File: config.mk
export PLATFORM = sky130hd
export DESIGN_NAME = rand_range_sampler
export DESIGN_NICKNAME = d
export VERILOG_FILES = /design/src/rtl/rand_pkg.sv /design/src/rtl/rand_health_mon.sv /design/src/rtl/rand_range_sampler.sv
export SDC_FILE = /design/constraint.sdc
export NUM_CORES = 1
export LEC_CHECK = 0
export CAP_MARGIN = 5
export CELL_PAD_IN_SITES_DETAIL_PLACEMENT = 2
export CELL_PAD_IN_SITES_GLOBAL_PLACEMENT = 2
export CORE_ASPECT_RATIO = 0.6
export CORE_MARGIN = 2
export CORE_UTILIZATION = 26
export CTS_CLUSTER_SIZE = 16
export DETAILED_ROUTE_END_ITERATION = 10
export PLACE_DENSITY = 0.82
export SYNTH_ARGS = -nofsm -noshare
export SYNTH_HDL_FRONTEND = slang
export SYNTH_SLANG_ARGS = --single-unit
File: constraint.sdc
create_clock -name clk -period 2.45 [get_ports clk]
set_input_delay 0.49 -clock clk [delete_from_list [all_inputs] [get_ports clk]]
set_output_delay 0.49 -clock clk [all_outputs]
set_load 0.05 [all_outputs]
File: src/rtl/rand_pkg.sv
// Shared types and helpers for the bounded random sampler.
package rand_pkg;

    localparam int REJ_CNT_W = 16;

    typedef enum logic {
        SAMPLE,
        HOLD
    } sampler_state_t;

    // Smallest k with 2**k >= span+1, clamped to 1..32.
    function automatic int range_bits(int span);
        int k;
        k = 32;
        for (int i = 32; i >= 1; i--) begin
            if ((longint'(1) << i) >= (longint'(span) + 64'sd1)) begin
                k = i;
            end
        end
        return k;
    endfunction

endpackage

File: src/rtl/rand_health_mon.sv
// Repetition-count health test on the raw entropy word. A fault latches once
// REP_LIMIT identical consecutive words have been seen and stays set until reset.
module rand_health_mon #(
    parameter int REP_LIMIT = 8
) (
    input  logic        clk,
    input  logic        rst_n,
    input  logic [31:0] rand_word,
    output logic        fault
);

    logic [31:0] prev_word;
    logic [7:0]  rep_cnt;

    // Track the run length of identical words and latch the sticky fault.
    always_ff @(posedge clk) begin
        if (!rst_n) begin
            prev_word <= '0;
            rep_cnt   <= '0;
            fault     <= 1'b0;
        end else begin
            prev_word <= rand_word;
            if (rand_word != prev_word) begin
                rep_cnt <= '0;
            end else if (rep_cnt != 8'(REP_LIMIT - 1)) begin
                rep_cnt <= rep_cnt + 8'd1;
            end
            if (rep_cnt == 8'(REP_LIMIT - 1)) begin
                fault <= 1'b1;
            end
        end
    end

endmodule

File: src/rtl/rand_range_sampler.sv
// Rejection sampler producing uniform values in [MIN, MAX] from a free-running
// 32-bit random word, presented on a valid/ready handshake.
// Optional health monitor enabled with macro RAND_HEALTH_EN; when undefined
// rng_fault is tied low.
module rand_range_sampler
    import rand_pkg::*;
#(
    parameter int OUT_W     = 10,
    parameter int MIN       = 120,
    parameter int MAX       = 360,
    parameter int MAX_TRIES = 8,
    parameter int REP_LIMIT = 8
) (
    input  logic                 clk,
    input  logic                 rst_n,
    input  logic [31:0]          rand_word,
    output logic [OUT_W-1:0]     out_value,
    output logic                 out_valid,
    input  logic                 out_ready,
    output logic [REJ_CNT_W-1:0] reject_cnt,
    output logic                 rng_fault
);

    localparam int SPAN = MAX - MIN;
    localparam int K    = range_bits(SPAN);

    // Parameter sanity, caught at elaboration.
    if (MAX <= MIN) begin : g_chk_range
        $error("rand_range_sampler: MAX must be greater than MIN");
    end
    if (longint'(MAX) >= (longint'(1) << OUT_W)) begin : g_chk_width
        $error("rand_range_sampler: MAX does not fit in OUT_W bits");
    end
    if (MAX_TRIES < 1 || MAX_TRIES > 255) begin : g_chk_tries
        $error("rand_range_sampler: MAX_TRIES must be 1..255");
    end
    if (REP_LIMIT < 2 || REP_LIMIT > 255) begin : g_chk_rep
        $error("rand_range_sampler: REP_LIMIT must be 2..255");
    end

    // Saturating increment for the reject counter.
    function automatic logic [REJ_CNT_W-1:0] sat_inc(input logic [REJ_CNT_W-1:0] v);
        return (v == '1) ? v : v + 1'b1;
    endfunction

    sampler_state_t        state, state_next;
    logic [7:0]            tries, tries_next;
    logic [OUT_W-1:0]      value_next;
    logic                  valid_next;
    logic [REJ_CNT_W-1:0]  rej_next;

    logic [K-1:0]          cand;
    logic [31:0]           cand_ext;
    logic                  cand_ok;
    logic [OUT_W-1:0]      accept_value;
    logic [OUT_W-1:0]      fallback_value;
    logic                  unused_rand;

    // Only the low K bits feed the sampler; the rest are consumed here.
    assign unused_rand    = ^rand_word;
    assign cand           = rand_word[K-1:0];
    assign cand_ext       = 32'(cand);
    assign cand_ok        = (cand_ext <= 32'(SPAN));
    // Halving a K-bit candidate always lands inside the span, so the
    // fallback never leaves [MIN, MAX].
    assign accept_value   = OUT_W'(MIN) + OUT_W'(cand_ext);
    assign fallback_value = OUT_W'(MIN) + OUT_W'(cand_ext >> 1);

    // Next-state and output decode: accept, reject or fall back in SAMPLE,
    // wait for the handshake in HOLD.
    always_comb begin
        state_next = state;
        tries_next = tries;
        value_next = out_value;
        valid_next = out_valid;
        rej_next   = reject_cnt;
        case (state)
            SAMPLE: begin
                if (cand_ok) begin
                    value_next = accept_value;
                    valid_next = 1'b1;
                    tries_next = '0;
                    state_next = HOLD;
                end else if (tries < 8'(MAX_TRIES - 1)) begin
                    tries_next = tries + 8'd1;
                    rej_next   = sat_inc(reject_cnt);
                end else begin
                    value_next = fallback_value;
                    valid_next = 1'b1;
                    rej_next   = sat_inc(reject_cnt);
                    tries_next = '0;
                    state_next = HOLD;
                end
            end
            HOLD: begin
                if (out_valid && out_ready) begin
                    valid_next = 1'b0;
                    state_next = SAMPLE;
                end
            end
            default: begin
                state_next = SAMPLE;
            end
        endcase
    end

    // State and output registers with synchronous active-low reset.
    always_ff @(posedge clk) begin
        if (!rst_n) begin
            state      <= SAMPLE;
            tries      <= '0;
            out_value  <= '0;
            out_valid  <= 1'b0;
            reject_cnt <= '0;
        end else begin
            state      <= state_next;
            tries      <= tries_next;
            out_value  <= value_next;
            out_valid  <= valid_next;
            reject_cnt <= rej_next;
        end
    end

`ifdef RAND_HEALTH_EN
    rand_health_mon #(
        .REP_LIMIT (REP_LIMIT)
    ) u_health (
        .clk       (clk),
        .rst_n     (rst_n),
        .rand_word (rand_word),
        .fault     (rng_fault)
    );
`else
    assign rng_fault = 1'b0;
`endif

endmodule

# --- After elaboration in Yosys (flattened, before gate mapping) ---
# Index checks and enable logic that the tools add are counted.
classes:
  multipliers: 0
  div: 0
  reduce_logical: 4
  n_bitwise: 3
  shifts: 0
  n_mux: 12
  n_lt_le_gt_ge: 2
  add_sub_neg: 4
  eq_ne: 4
ops:
  columns: ["operator", "n"]
  rows:
  - ["two-way mux 10 bit", 2]
  - ["adder 16 x 1 -> 16 bit (second input constant)", 1]
  - ["== test 16 bit (second input constant)", 1]
  - ["two-way mux 8 bit", 2]
  - ["adder 7 x 8 -> 9 bit (first input constant)", 1]
  - ["adder 7 x 7 -> 8 bit (first input constant)", 1]
  - ["adder 8 x 1 -> 8 bit (second input constant)", 1]
  - ["<= comparator 8 bit (second input constant)", 1]
  - ["< comparator 8 x 3 -> 1 bit (second input constant)", 1]
  - ["two-way mux 1 bit", 6]
  - ["case mux 1 bit (2 select lines)", 2]
  - ["AND reduction 2 bit", 2]
  - ["inequality test 3 bit (second input constant)", 1]
  - ["inverter 1 bit", 3]
  - ["AND reduction 3 bit", 1]
  - ["inequality test 2 x 1 -> 1 bit (second input constant)", 1]
  - ["inequality test 2 bit (second input constant)", 1]
  - ["logical AND 1 bit", 1]
totals:
  romBits: 0
  latchBits: 0
  elab_cells: 34
  out_inout_bits: 28
  mem_bits_rw: 0
  inputBits: 35
  register_bits: 36
  memories: 0

# --- Longest topological paths before layout ---
logic_depth:
  ltp_word: 4
  depth_mapped: 8
  ltp_nobuf: 6

# --- Least setup slack after synthesis ---
# OpenSTA, ideal clock, no wires.
synth_timing:
  path_type: "flip-flop to flip-flop"
  start: "reg reject_cnt[0]"
  end: "reg reject_cnt[1]"
  path_buffers: 2
  path_slack_ns: 0.416
  period_less_slack_ns: 2.034
  t_arrival_ns: 1.961
  setup_ns: 0.073
  path_stages_with_launch: 8
  required_ns: 2.377
  cell_sequence: "dfxtp_1 ha_1 and4_2 and4_4 buf_2 buf_4 o21ai_1 a21oi_1"
synth_via:
  elab_chain_len: 3
  word_cells_on_any_way: 4
  cone_classes: "add/sub (1); eq/ne (1); bitwise (1); reduce/logical (1)"
synth_lines:
  columns: ["item", "line_no", "source"]
  rows:
  - ["start: declaration", "rand_range_sampler.sv:20", "output logic [REJ_CNT_W-1:0] reject_cnt,"]
  - ["start signal: assignment", "rand_range_sampler.sv:120", "reject_cnt <= rej_next;"]
  - ["parallel branches: the longest is 3 deep, another holds adder 16 x 1 -> 16 bit", null, null]
# Several ways; the timed one is not identified.
# A chain may end at the register's enable or synchronous reset.

# --- Worst setup path in the final report ---
layout_timing:
  start: "in rand_word[4]"
  end: "reg reject_cnt[6]"
layout_via:
  elab_chain_len: 3
layout_lines:
  columns: ["item", "line_no", "source"]
  rows:
  - ["start: declaration", "rand_range_sampler.sv:16", "input logic [31:0] rand_word,"]
  - ["<= comparator 8 bit", "rand_range_sampler.sv:63", "assign cand_ok = (cand_ext <= 32'(SPAN));"]
  - ["inverter 1 bit (no line)", null, null]
  - ["AND reduction 3 bit (no line)", null, null]
# No other way between the ends.

==> summary.md <==
| Metric | Value |
|---|---|
| Outcome | complete, no violations |
| Core box area | 6792 um2 |
| Area delta synth->final | 35.14% |
| Sequential Power Share | 0.402 |
| Final hold slack | 0.4720 ns |
| Cells after DPL | 331 |
| Design Area, Final | 2502 um2 |
| Synth area leaders | dfxtp_1, a21oi_1, o31ai_1 |
| Min setup slack post-route | 0.2289 ns |
| Syn Area/Cell | 9.077 um2 |
| Asr flop ratio synth | 0 |
| First-pass detailed-route iteration total | 4 |
| Worst Skew | 0.004747 ns |
| 1st-iter DRT viols | 40 |
| Critical path's slowest cell | nor4_1 |
| CP top delay family | simple AND/OR/NAND/NOR gates |
| Hold Buf Count CTS | 0 |
| Mapped Area | 1852 um2 |
| Worst EP arrival | 2.43 ns |
| Internal power | 1.096 mW |
| Placed cell areas | 2346 um2 |
| Flops & latches, synth | 35 |
| Post-synth top area cell | dfxtp_1 |
| Total CTS buffers | 5 |
| GP Congestion | 0.8243 |
| CTS Sinks | 35 |
| Top-Level Pins | 63 |
| CTS Root Cell | clkbuf_16 |
| Post-CTS setup buffers | 0 |
| Hold WC Path Type | flip-flop to flip-flop |
| Core Rows | 23 |
| Effective utilization at floorplan | 0.2727 |
| Max cap viols | 0 |
| CTS tree | built |
| Most common cell in the netlist | dfxtp_1 |
| Reg clk slew, reported paths | 0.06 ns |
| Register area share after synthesis | 0.3784 |
| Main synth FF type | dfxtp_1 |
| EDFF count, synth | 0 |
| Critical path capture point type | flip-flop |
| Port bufs | 36 |
| P_sw | 0.3907 mW |
| YS warnings | 0 |
| Post-route minimum period | 2.221 ns |
| Die area | 7835 um2 |
| Type of origin of the critical path | input pin |
| Largest net degree at the start of global routing | 30 |
| Final WL | 6.246 mm |
| Count of pins over their slew limit | 0 |
| Worst vdd ir | 0.2266 mV |
| Synth Instances | 204 |
| WS Path Type | input pin to flip-flop |
| Final Net Count | 292 |
| Crit path max fanout | 24 |
| Final Hold Fails | 0 |
| Chip Height | 69.37 um |
| Slew @ Worst Pin | 0.5162 ns |
| DRT antenna net count | 0 |
| Unrepaired setup endpoints after global routing | false |
| Wirelength per Cell | 18.42 um |
| Mean number of vias per cell | 5.289 |
| Fraction of layout cells with a size suffix above 1 | 0.1270 |
| Area of the multi-input gates | 1022 um2 |
| Initial antenna violation count | 0 |
| Worst path max stage delay | 0.53 ns |
| Clock latency on the worst-skew pair | 0.28 ns |
| DP Worst Slack | -0.01421 ns |
| Post-synth top cells | dfxtp_1, a21oi_1, nor2_1 |
| DRC viols | 0 |
| Tot Pwr | 1.487 mW |
| Global route total overflow | 0 |
| Clock power share | 0.462 |
| Tot GR Track Use | 0.1699 |
| Combinational group share of total power | 0.137 |
| Die W | 113.0 um |
| # setup viols final | 0 |
| Pwr dens | 594.1 nW/um2 |
| FF/Latch Area | 700.7 um2 |
| Clk buf depth | 2 |
| Relative slew slack | 0.6548 |
| DR vias | 1793 |
| PostCTS Resize Cnt | 0 |
| Ant. Diodes | 0 |
| Filler instances | 763 |
| Fin cells | 339 |
| CP Data Required Time | 2.66 ns |
| Net Sw Frac | 0.2628 |
| Synth top area share | 0.3784 |
| Number of global-route vias before repair | 1904 |
| HPWL Detailed | 4.260 mm |
| Leak Pwr | 0.8510 nW |
| Global-route wire length before repair | 10.47 mm |
| Period utilisation layout | 0.9066 |
| Distinct cells, synth | 45 |
| WP buf/inv | 1 |
| Crit path cell chain | clkdlybuf4s50_1, ha_1, and3_1, nand3_4, nor4_1, mux2i_1 |
| Max Clock Freq | 450.2 MHz |
| Htree depth | 2 |
power by group through the flow:
stage                     Combinational [mW]  Clock, mW  Sequential (mW)
after floorplan                       0.0696          0            0.654
after global placement                 0.194          0            0.608
final                                  0.203      0.686            0.597
after CTS                              0.205      0.691            0.597
after detailed placement               0.200          0            0.609
after global routing                   0.218      0.726            0.599
state kept, by name, indices dropped and copies added (netlist names):
register / cells
reject_cnt: 16
out_valid: 1
tries: 8
state: 1
out_value: 9
kinds of logic (layout without fill, tap and decap cells):
family          after synthesis  after routing  share of synthesized area
mux                           7              7                    0.03851
fa+ha+maj                     6              6                    0.04054
xor+xnor                      6              6                    0.02838
compound gates               51             51                     0.1791
simple gates                 76             76                     0.2615
flops                        35             35                     0.3784
other cells                   1              2                   0.002025
buf+inv                      22             69                    0.07162
cell type report:
class / count / area share
well taps: 87 / 0.04350
inverters: 9 / 0.01350
flip-flops and latches: 35 / 0.2800
repair buffers: 52 / 0.1920
clock buffers: 8 / 0.06250
multi-input cells: 148 / 0.4085
final timing paths:
check                             startpoint                    endpoint  slack, ns  cells past startpoint
hold / removal     out_value[7]$_SDFFE_PN0P_   out_value[7]$_SDFFE_PN0P_       0.47                      1
setup / recovery                rand_word[4]  reject_cnt[6]$_SDFFE_PN0P_       0.23                      6
hold reg to reg    out_value[7]$_SDFFE_PN0P_   out_value[7]$_SDFFE_PN0P_       0.47                      1
setup reg to reg  reject_cnt[0]$_SDFFE_PN0P_  reject_cnt[6]$_SDFFE_PN0P_       0.49                      5
worst register-to-register path, delay by kind of cell (launching register included):
family / cells / cell delay [ns]
AND/OR/NAND/NOR: 3 / 1.02
adder cells (fa/ha/maj): 1 / 0.26
flip-flops: 1 / 0.36
multiplexers: 1 / 0.25
per-stage QoR:
stage / utilization / setup TNS (ns)
after floorplan: - / 0
after global placement: 0.3454 / 0
after detailed placement: 0.3454 / -0.05908
after CTS: 0.3685 / 0
after global routing: 0.3685 / 0
final: 0.3685 / 0
placed cells by master, fill, tap and decap left out, drive strengths merged, types with 2 or more instances in the layout:
| master | n |
|---|---|
| clkdlybuf4s50 | 36 |
| dfxtp | 35 |
| a21oi | 22 |
| buf | 16 |
| nor2 | 12 |
| or4 | 12 |
| o31ai | 11 |
| nand2 | 9 |
| nand3 | 9 |
| o2bb2ai | 8 |
| clkbuf | 8 |
| inv | 7 |
| and4 | 7 |
| mux2i | 6 |
| ha | 6 |
| nand4 | 6 |
| o21ai | 5 |
| and3 | 4 |
| nor3 | 4 |
| nand2b | 4 |
| xnor2 | 4 |
| nor4 | 3 |
| clkinv | 2 |
| xor2 | 2 |
| and2 | 2 |
| conb | 2 |
routing by layer:
metal	GRT usage	vias up	part of all wire
li1	-	856	-
met1	0.2397	897	0.50
met2	0.2624	34	0.46
met3	0.04458	6	0.029
met4	0.03388	0	0.0085
met5	0	-	0
Note: power is estimated with default switching activity, not from simulation.
